--- config.mk ---
export PLATFORM = sky130hd
export DESIGN_NAME = fft_stage_ctrl
export DESIGN_NICKNAME = d
export VERILOG_FILES = /design/src/rtl/fft_ctrl_pkg.sv /design/src/rtl/valid_delay.sv /design/src/rtl/fft_stage_ctrl.sv
export SDC_FILE = /design/constraint.sdc
export NUM_CORES = 1
export LEC_CHECK = 0
export ABC_CLOCK_PERIOD_IN_PS = 1900
export CORE_MARGIN = 4
export CORE_UTILIZATION = 39
export DETAILED_ROUTE_END_ITERATION = 10
export GPL_ROUTABILITY_DRIVEN = 0
export PLACE_DENSITY_LB_ADDON = 0.2
export SETUP_SLACK_MARGIN = 0.05
export SLEW_MARGIN = 20
export SYNTH_ARGS = -nofsm -noshare
export SYNTH_HDL_FRONTEND = slang
export SYNTH_SLANG_ARGS = --single-unit
--- constraint.sdc ---
create_clock -name clk_i -period 1.9 [get_ports clk_i]
set_input_delay 0.19 -clock clk_i [delete_from_list [all_inputs] [get_ports clk_i]]
set_output_delay 0.19 -clock clk_i [all_outputs]
set_load 0.005 [all_outputs]
--- src/rtl/fft_ctrl_pkg.sv ---
// Shared types and default sizing for the radix-2 FFT stage controller.
package fft_ctrl_pkg;
  typedef enum logic [1:0] {IDLE, FILL, PAIR, DRAIN} state_t;

  localparam int HALF_BEATS_DEF = 16;
  localparam int BFLY_LAT_DEF   = 1;
  localparam int TWD_LAT_DEF    = 4;
endpackage

--- src/rtl/valid_delay.sv ---
// Fixed-depth delay line for a valid-tagged word; bit 0 of the word is the valid.
module valid_delay #(
  parameter int DEPTH = 1,
  parameter int W     = 1
) (
  input  logic         clk_i,
  input  logic         rst_i,
  input  logic         clr_i,
  input  logic [W-1:0] d_i,
  output logic [W-1:0] q_o,
  output logic         any_vld_o
);
  logic [DEPTH-1:0][W-1:0] pipe_q;

  always_ff @(posedge clk_i or posedge rst_i) begin
    if (rst_i) begin
      pipe_q <= '0;
    end else if (clr_i) begin
      pipe_q <= '0;
    end else begin
      pipe_q[0] <= d_i;
      for (int k = 1; k < DEPTH; k++) pipe_q[k] <= pipe_q[k-1];
    end
  end

  assign q_o = pipe_q[DEPTH-1];

  always_comb begin
    any_vld_o = 1'b0;
    for (int k = 0; k < DEPTH; k++) any_vld_o = any_vld_o | pipe_q[k][0];
  end
endmodule

--- src/rtl/fft_stage_ctrl.sv ---
// Fill/pair/drain sequencer for one radix-2 FFT stage: delay-line enables,
// butterfly enables, twiddle index and latency-aligned output valid.
module fft_stage_ctrl
  import fft_ctrl_pkg::*;
#(
  parameter int HALF_BEATS = HALF_BEATS_DEF,
  parameter int BFLY_LAT   = BFLY_LAT_DEF,
  parameter int TWD_LAT    = TWD_LAT_DEF,
  parameter int IDX_W      = $clog2(2*HALF_BEATS)
) (
  input  logic             clk_i,
  input  logic             rstn_i,
  input  logic             flush_i,
  input  logic             in_valid_i,
  output logic             in_ready_o,
  output logic             shift_en_o,
  output logic             bfly_en_o,
  output logic             drain_en_o,
  output logic             mul_en_o,
  output logic             out_sel_o,
  output logic [IDX_W-1:0] twd_idx_o,
  output logic             out_valid_o,
  output logic             frame_done_o,
  output logic             busy_o
);
  localparam int             CNT_W    = IDX_W - 1;
  localparam logic [CNT_W-1:0] CNT_LAST = CNT_W'(HALF_BEATS - 1);
  localparam logic [IDX_W-1:0] IDX_LAST = IDX_W'(2*HALF_BEATS - 1);

  state_t           state_q;
  logic [CNT_W-1:0] cnt_q;
  logic             accept, last_beat;

  assign in_ready_o = (state_q != DRAIN) && !flush_i;
  assign accept     = in_valid_i && in_ready_o;
  assign last_beat  = (cnt_q == CNT_LAST);
  assign shift_en_o = accept && ((state_q == IDLE) || (state_q == FILL));
  assign bfly_en_o  = accept && (state_q == PAIR);
  assign drain_en_o = (state_q == DRAIN);

  always_ff @(posedge clk_i or posedge rstn_i) begin
    if (rstn_i) begin
      state_q <= IDLE;
      cnt_q   <= '0;
    end else if (flush_i) begin
      state_q <= IDLE;
      cnt_q   <= '0;
    end else begin
      case (state_q)
        // The accepting beat is itself beat 0 of the fill.
        IDLE: if (accept) begin
          state_q <= FILL;
          cnt_q   <= CNT_W'(1);
        end
        FILL: if (accept) begin
          if (last_beat) begin
            state_q <= PAIR;
            cnt_q   <= '0;
          end else cnt_q <= cnt_q + 1'b1;
        end
        PAIR: if (accept) begin
          if (last_beat) begin
            state_q <= DRAIN;
            cnt_q   <= '0;
          end else cnt_q <= cnt_q + 1'b1;
        end
        DRAIN: begin
          if (last_beat) begin
            state_q <= IDLE;
            cnt_q   <= '0;
          end else cnt_q <= cnt_q + 1'b1;
        end
        default: begin
          state_q <= IDLE;
          cnt_q   <= '0;
        end
      endcase
    end
  end

  // Pair beats carry idx 0..H-1, drain cycles H..2H-1; idle slots carry zero.
  logic                 ent_v;
  logic [IDX_W-1:0]     ent_idx;
  logic [IDX_W+1:0]     bfly_d, bfly_q;
  logic [1:0]           twd_d, twd_q;
  logic                 bfly_any, twd_any, last_mul;

  assign ent_v   = bfly_en_o || drain_en_o;
  assign ent_idx = ent_v ? {drain_en_o, cnt_q} : '0;
  assign bfly_d  = {ent_idx, drain_en_o, ent_v};

  valid_delay #(.DEPTH(BFLY_LAT), .W(IDX_W + 2)) u_bfly_dly (
    .clk_i     (clk_i),
    .rst_i     (rstn_i),
    .clr_i     (flush_i),
    .d_i       (bfly_d),
    .q_o       (bfly_q),
    .any_vld_o (bfly_any)
  );

  assign mul_en_o  = bfly_q[0];
  assign out_sel_o = bfly_q[1];
  assign twd_idx_o = bfly_q[IDX_W+1:2];
  assign last_mul  = mul_en_o && (twd_idx_o == IDX_LAST);
  assign twd_d     = {last_mul, mul_en_o};

  valid_delay #(.DEPTH(TWD_LAT), .W(2)) u_twd_dly (
    .clk_i     (clk_i),
    .rst_i     (rstn_i),
    .clr_i     (flush_i),
    .d_i       (twd_d),
    .q_o       (twd_q),
    .any_vld_o (twd_any)
  );

  assign out_valid_o  = twd_q[0];
  assign frame_done_o = twd_q[0] && twd_q[1];
  assign busy_o       = (state_q != IDLE) || bfly_any || twd_any;
endmodule

======== Word-level counts from Yosys, hierarchy flattened ========
Cells that the tools add are included.
word-level totals
  input port bits ......................... 4
  flip-flop bits (word level) ............. 21
  output and inout port bits .............. 14
  logic and storage cells ................. 56
cells by class
  bitwise operators ....................... 3
  multiplexer cells ....................... 16
  $add $sub $neg .......................... 1
  reductions and logical operators ........ 16
  equal/unequal tests ..................... 13
operators with widths
  cell                                                             number
  4-bit 2-to-1 mux                                                 4
  3-bit != test, second input constant                             5
  2-bit 2-to-1 mux                                                 7
  4-bit one-hot mux with 3 select lines                            1
  8-bit 2-to-1 mux                                                 1
  2-bit one-hot mux with 4 select lines                            1
  7-bit 2-to-1 mux                                                 1
  1-bit logical AND                                                6
  6-bit AND reduction                                              1
  5-bit == test, second input constant                             1
  5-bit 2-to-1 mux                                                 1
  4-bit by 1-bit adder with 4-bit output, second input constant    1
  2-bit == test, second input constant                             2
  4-bit == test, second input constant                             1
  1-bit logical OR                                                 4
  3-bit by 1-bit != test with 1-bit output, second input constant  1
  3-bit by 2-bit != test with 1-bit output, second input constant  1
  1-bit bitwise OR                                                 3
  2-bit by 1-bit == test with 1-bit output, second input constant  1
  2-bit logical NOT                                                1
  2-bit != test, second input constant                             1
  2-bit AND reduction                                              1
  2-bit nonzero test                                               1
  2-bit OR reduction                                               1
  1-bit logical NOT                                                1

======== Depth between registers and ports, before layout ========
Gate-level depths: netlist of run 1.
  depth in word-level cells ............... 7
  mapped depth ............................ 7
  depth with buffers taken out ............ 6

======== By module ========
Synthesis of run 1 repeated with hierarchy kept, for this count alone.
second synthesis, totals
  cell total of the unflattened synthesis .. 99
  area, all modules ....................... 1027.2 um^2
by module, submodules not included
  module                     area each (um^2)  instances  seq. area each (um^2)  cells each
  fft_stage_ctrl             520.5             1          150.1                  63
  valid_delay at u_twd_dly   276.5             1          200.2                  20
  valid_delay at u_bfly_dly  230.2             1          175.2                  16

======== Worst setup path before layout of run 1 ========
No wires, ideal clock.
  kind .................................... register to register
  start point ............................. register state_q[0]
  end point ............................... register state_q[0]
  data required time ...................... 1.772 ns
  clock period less this slack ............ 1.663 ns
  arrival time ............................ 1.535 ns
  library setup time ...................... 0.128 ns
  buffers on the path ..................... 0
  setup slack ............................. 0.237 ns
  cell stages (with the launch flop) ...... 6
  path through ............................ dfrtp_1 > ha_1 > nor2b_4 > nor2_1 > a221oi_2 > mux2_1
on the way
  elaborated cells between the ends (all ways) .. 16
  those cells by class .................... eq/ne: 10; mux: 2; reduce/logical: 4
RTL lines
  element                                                                                                      line                  text
  from (decl)                                                                                                  fft_stage_ctrl.sv:30  state_t state_q;
  from (signal assigned)                                                                                       fft_stage_ctrl.sv:43  state_q <= IDLE;
  from (signal assigned)                                                                                       fft_stage_ctrl.sv:46  state_q <= IDLE;
  from (signal assigned)                                                                                       fft_stage_ctrl.sv:52  state_q <= FILL;
  2-bit == test (*)                                                                                            --
  named net drain_en_o                                                                                         fft_stage_ctrl.sv:18  output logic drain_en_o,
  3-bit by 2-bit != test with 1-bit output (no line) or 2-bit one-hot mux with 4 select lines (tied branches)  --
  6-bit AND reduction (no line) or 2-bit 2-to-1 mux (tied branches)                                            --
The timed path passes the listed nets; every way through them passes the cells marked *.
A chain may end at the register's enable or synchronous reset.

======== Final worst setup path of run 1 ========
  start point ............................. register state_q[0]
  end point ............................... register state_q[0]
on the way
  longest elaborated chain between the ends .. 5
  elaborated cells between the ends (all ways) .. 16
  those cells by class .................... eq/ne: 10; mux: 2; reduce/logical: 4
RTL lines
  element                        line                  text
  2-bit != test                  fft_stage_ctrl.sv:34  assign in_ready_o = (state_q != DRAIN) && !flush_i;
  1-bit logical AND              fft_stage_ctrl.sv:34
  1-bit logical AND              fft_stage_ctrl.sv:35  assign accept = in_valid_i && in_ready_o;
  3-bit != test (no line)        --
  6-bit AND reduction (no line)  --
Parallel ways exist; a longest one is shown, timed or not.

==> run metrics, run 1 <==
row cnt 17; crit path cell chain ha_4 -> buf_4 -> nor2b_4 -> nor2_1 -> a221oi_2 -> mux2_1; Starting Density slightly above 40%; Slowest-stage cell, CP dfrtp_2; # diodes 0; Die X ~57 um; core area 2230 sq um; Async SR Flop Fraction 100%; Yosys cell types 26; final hold vios 0; dominant synthesized flop cell dfrtp_1; FF+latch area a little over 500 sq um; Static Leak 0.000592 uW; hold slack 0.212 ns; crit path kind reg2reg; setup_tns 0 ns; max cap viols 0; Seq cells post-synth 20; fillers about 210; dpl hpwl around 1.3 mm; via count between 600 and 700; Remaining Overflow, GRT 0; wire length of the first global-routing pass 3.22 mm; most frequent cells in the layout 18 x dfrtp_1, 15 x clkdlybuf4s50_1, 10 x buf_4; GRT Util Overall approximately 13%; worst-margin pin slew between 0.4 and 0.5 ns; final worst setup slack 0.146 ns; commonest non-fill, non-tap cell in the layout dfrtp_1; Worst Path Max Fanout 4; max_slew headroom 72.1%; Seq/Total Area, Yosys a little over half; Syn-to-layout area delta 35.4%; post-layout net count 122; H-tree depth 1; Die ar. between 3000 and 4000 sq um; Initial DRT Pass Iterations 4; post-place setup slack between 0.1 and 0.15 ns; vias in the first global route about 740; # IOs 18; Arr. time, crit path roughly 1.9 ns; Final Cell Area 1260 sq um; 1st-iter DRT viols 8; Min-Delay Path Class in2async; Final Slew Violations 0; Clock Latency Late Sink 0.29 ns; RSZ-0062 raised after global routing false; final wirelength around 1.8 mm; Max Freq roughly 570 MHz; Clock Skew 0.00168 ns; clk sinks 20; total power about 1300 uW; critical path data required time around 2.1 ns; Syn Std Cell Area just over 900 sq um; Synth Area per Inst 10.9 sq um; Worst-path clk slew between 0.1 and 0.15 ns; Antenna Nets Post-Route 0; area taken by multi-input logic gates ~430 sq um; CTS Buffer Depth 2; Post-synth EDFFs 0; Worst setup EP type flop; fraction of layout cells with a size suffix above 1 between 20 and 25%; fin crit period between 1.5 and 2 ns; outcome complete, no violations; Peak VDD IR ~890 uV; DRC 0; Worst setup SP type flop; Post-CTS Hold Buffers 0; CTS tree yes; path depth of the worst reg2reg path 6; initial antenna violation count 0; height of the die 56.8 um; CP peak stage delay between 0.4 and 0.5 ns; DR WL/cell roughly 13 um; PwrDens approximately 1000 nW/um^2; Syn Inst Count 85; placed cell area 1150 sq um; CTS buffer count 3; clk root buf clkbuf_4; synthesized net count 94; period utilisation layout ~92%; Yosys Warn Count 0; port bufs 17; largest net degree at the start of global routing 21; DR vias/cell slightly below 5; Setup violations, final 0
## report_power, final
group	internal, uW	switching (uW)	total, uW	leakage [uW]
clock network	117	125	241	0.0000210
registers	476	57.0	533	0.000272
logic	281	232	513	0.000299
## synth_stat cells (2+ instances only)
cell type  instances  area [sq um]
dfrtp_1           20           500
nor2_1            10          37.5
nor2b_1            8          50.1
and2_1             5          31.3
ha_1               5          62.6
nand2_1            4          15.0
and3_1             3          18.8
buf_2              3          15.0
inv_1              3          11.3
nand3_1            3          15.0
o21ai_0            3          15.0
nand2b_1           2          12.5
nor4_1             2          12.5
o31ai_1            2          15.0
## flip-flops by register name (all words and copies together), names as in the netlist
name              flops
u_twd_dly.pipe_q      6
u_twd_dly.q_o         2
cnt_q                 4
u_bfly_dly.q_o        6
state_q               2
## cells by family (layout without fill, tap and decap cells)
family          Yosys count  after routing  synth area share (%)
simple gates             41             41                  24.7
flops                    20             20                  53.9
compound gates           10             10                  8.76
buf+inv                   7             34                  3.64
fa+ha+maj                 5              5                  6.74
mux                       2              2                  2.29
## cell type report
| cell class | count | area share (%) |
|---|---|---|
| Tap cell | 28 | 2.79 |
| Timing Repair Buffer | 27 | 19.3 |
| Inverter | 3 | 0.896 |
| Sequential cell | 20 | 40.0 |
| Clock buffer | 4 | 2.89 |
| Multi-Input combinational cell | 58 | 34.1 |
## final timing paths
kind | start | slack [ns] | to
setup / recovery | state_q[0] | 0.15 | state_q[0]
hold / removal | rstn_i | 0.21 | u_twd_dly.pipe_q[5]
setup reg to reg | state_q[0] | 0.15 | state_q[0]
hold reg to reg | u_twd_dly.pipe_q[1] | 0.48 | u_twd_dly.pipe_q[3]
max in group asynchronous | rstn_i | 1.47 | state_q[1]
min in group clk_i | u_twd_dly.pipe_q[1] | 0.48 | u_twd_dly.pipe_q[3]
## critical path, delay by kind of cell, from the launching register on
family	cells	cell delay [ns]
adders and majority gates	1	0.18
and+or+nand+nor	2	0.19
muxes	1	0.35
DFF	1	0.46
buffers and inverters	1	0.15
AOI/OAI and AO/OA	1	0.31
## metrics by stage
stage | std cells | utilization, %
finish | 140 | 56.3
global route | 140 | 56.3
CTS | 138 | 55.6
detailed placement | 131 | 51.4
global placement | 131 | 51.4
floorplan | 85 | -
## layer usage
layer	routed length, um	vias up	global-route usage [%]
met5	0	-	0
met4	14	0	6.29
met3	85	2	2.99
met2	861	21	20.3
met1	799	329	15.7
li1	-	339	-
## timing repair
item | in CTS | in global routing
resized for setup | 12 | 1
pin swaps | 1 | 1
setup buffers | 3 | 2
setup endpoints to repair | 4 | 2
No activity file was read; power rests on OpenSTA's default activity.
==> inputs of run 2 (changes only) <==
--- a/config.mk
+++ b/config.mk
@@ -12,7 +12,7 @@
 export GPL_ROUTABILITY_DRIVEN = 0
 export PLACE_DENSITY_LB_ADDON = 0.2
 export SETUP_SLACK_MARGIN = 0.05
-export SLEW_MARGIN = 20
+export SKIP_LAST_GASP = 1
 export SYNTH_ARGS = -nofsm -noshare
 export SYNTH_HDL_FRONTEND = slang
 export SYNTH_SLANG_ARGS = --single-unit
==> results of run 2 <==
Final layout, timing and power as in run 1 (identical DEF).
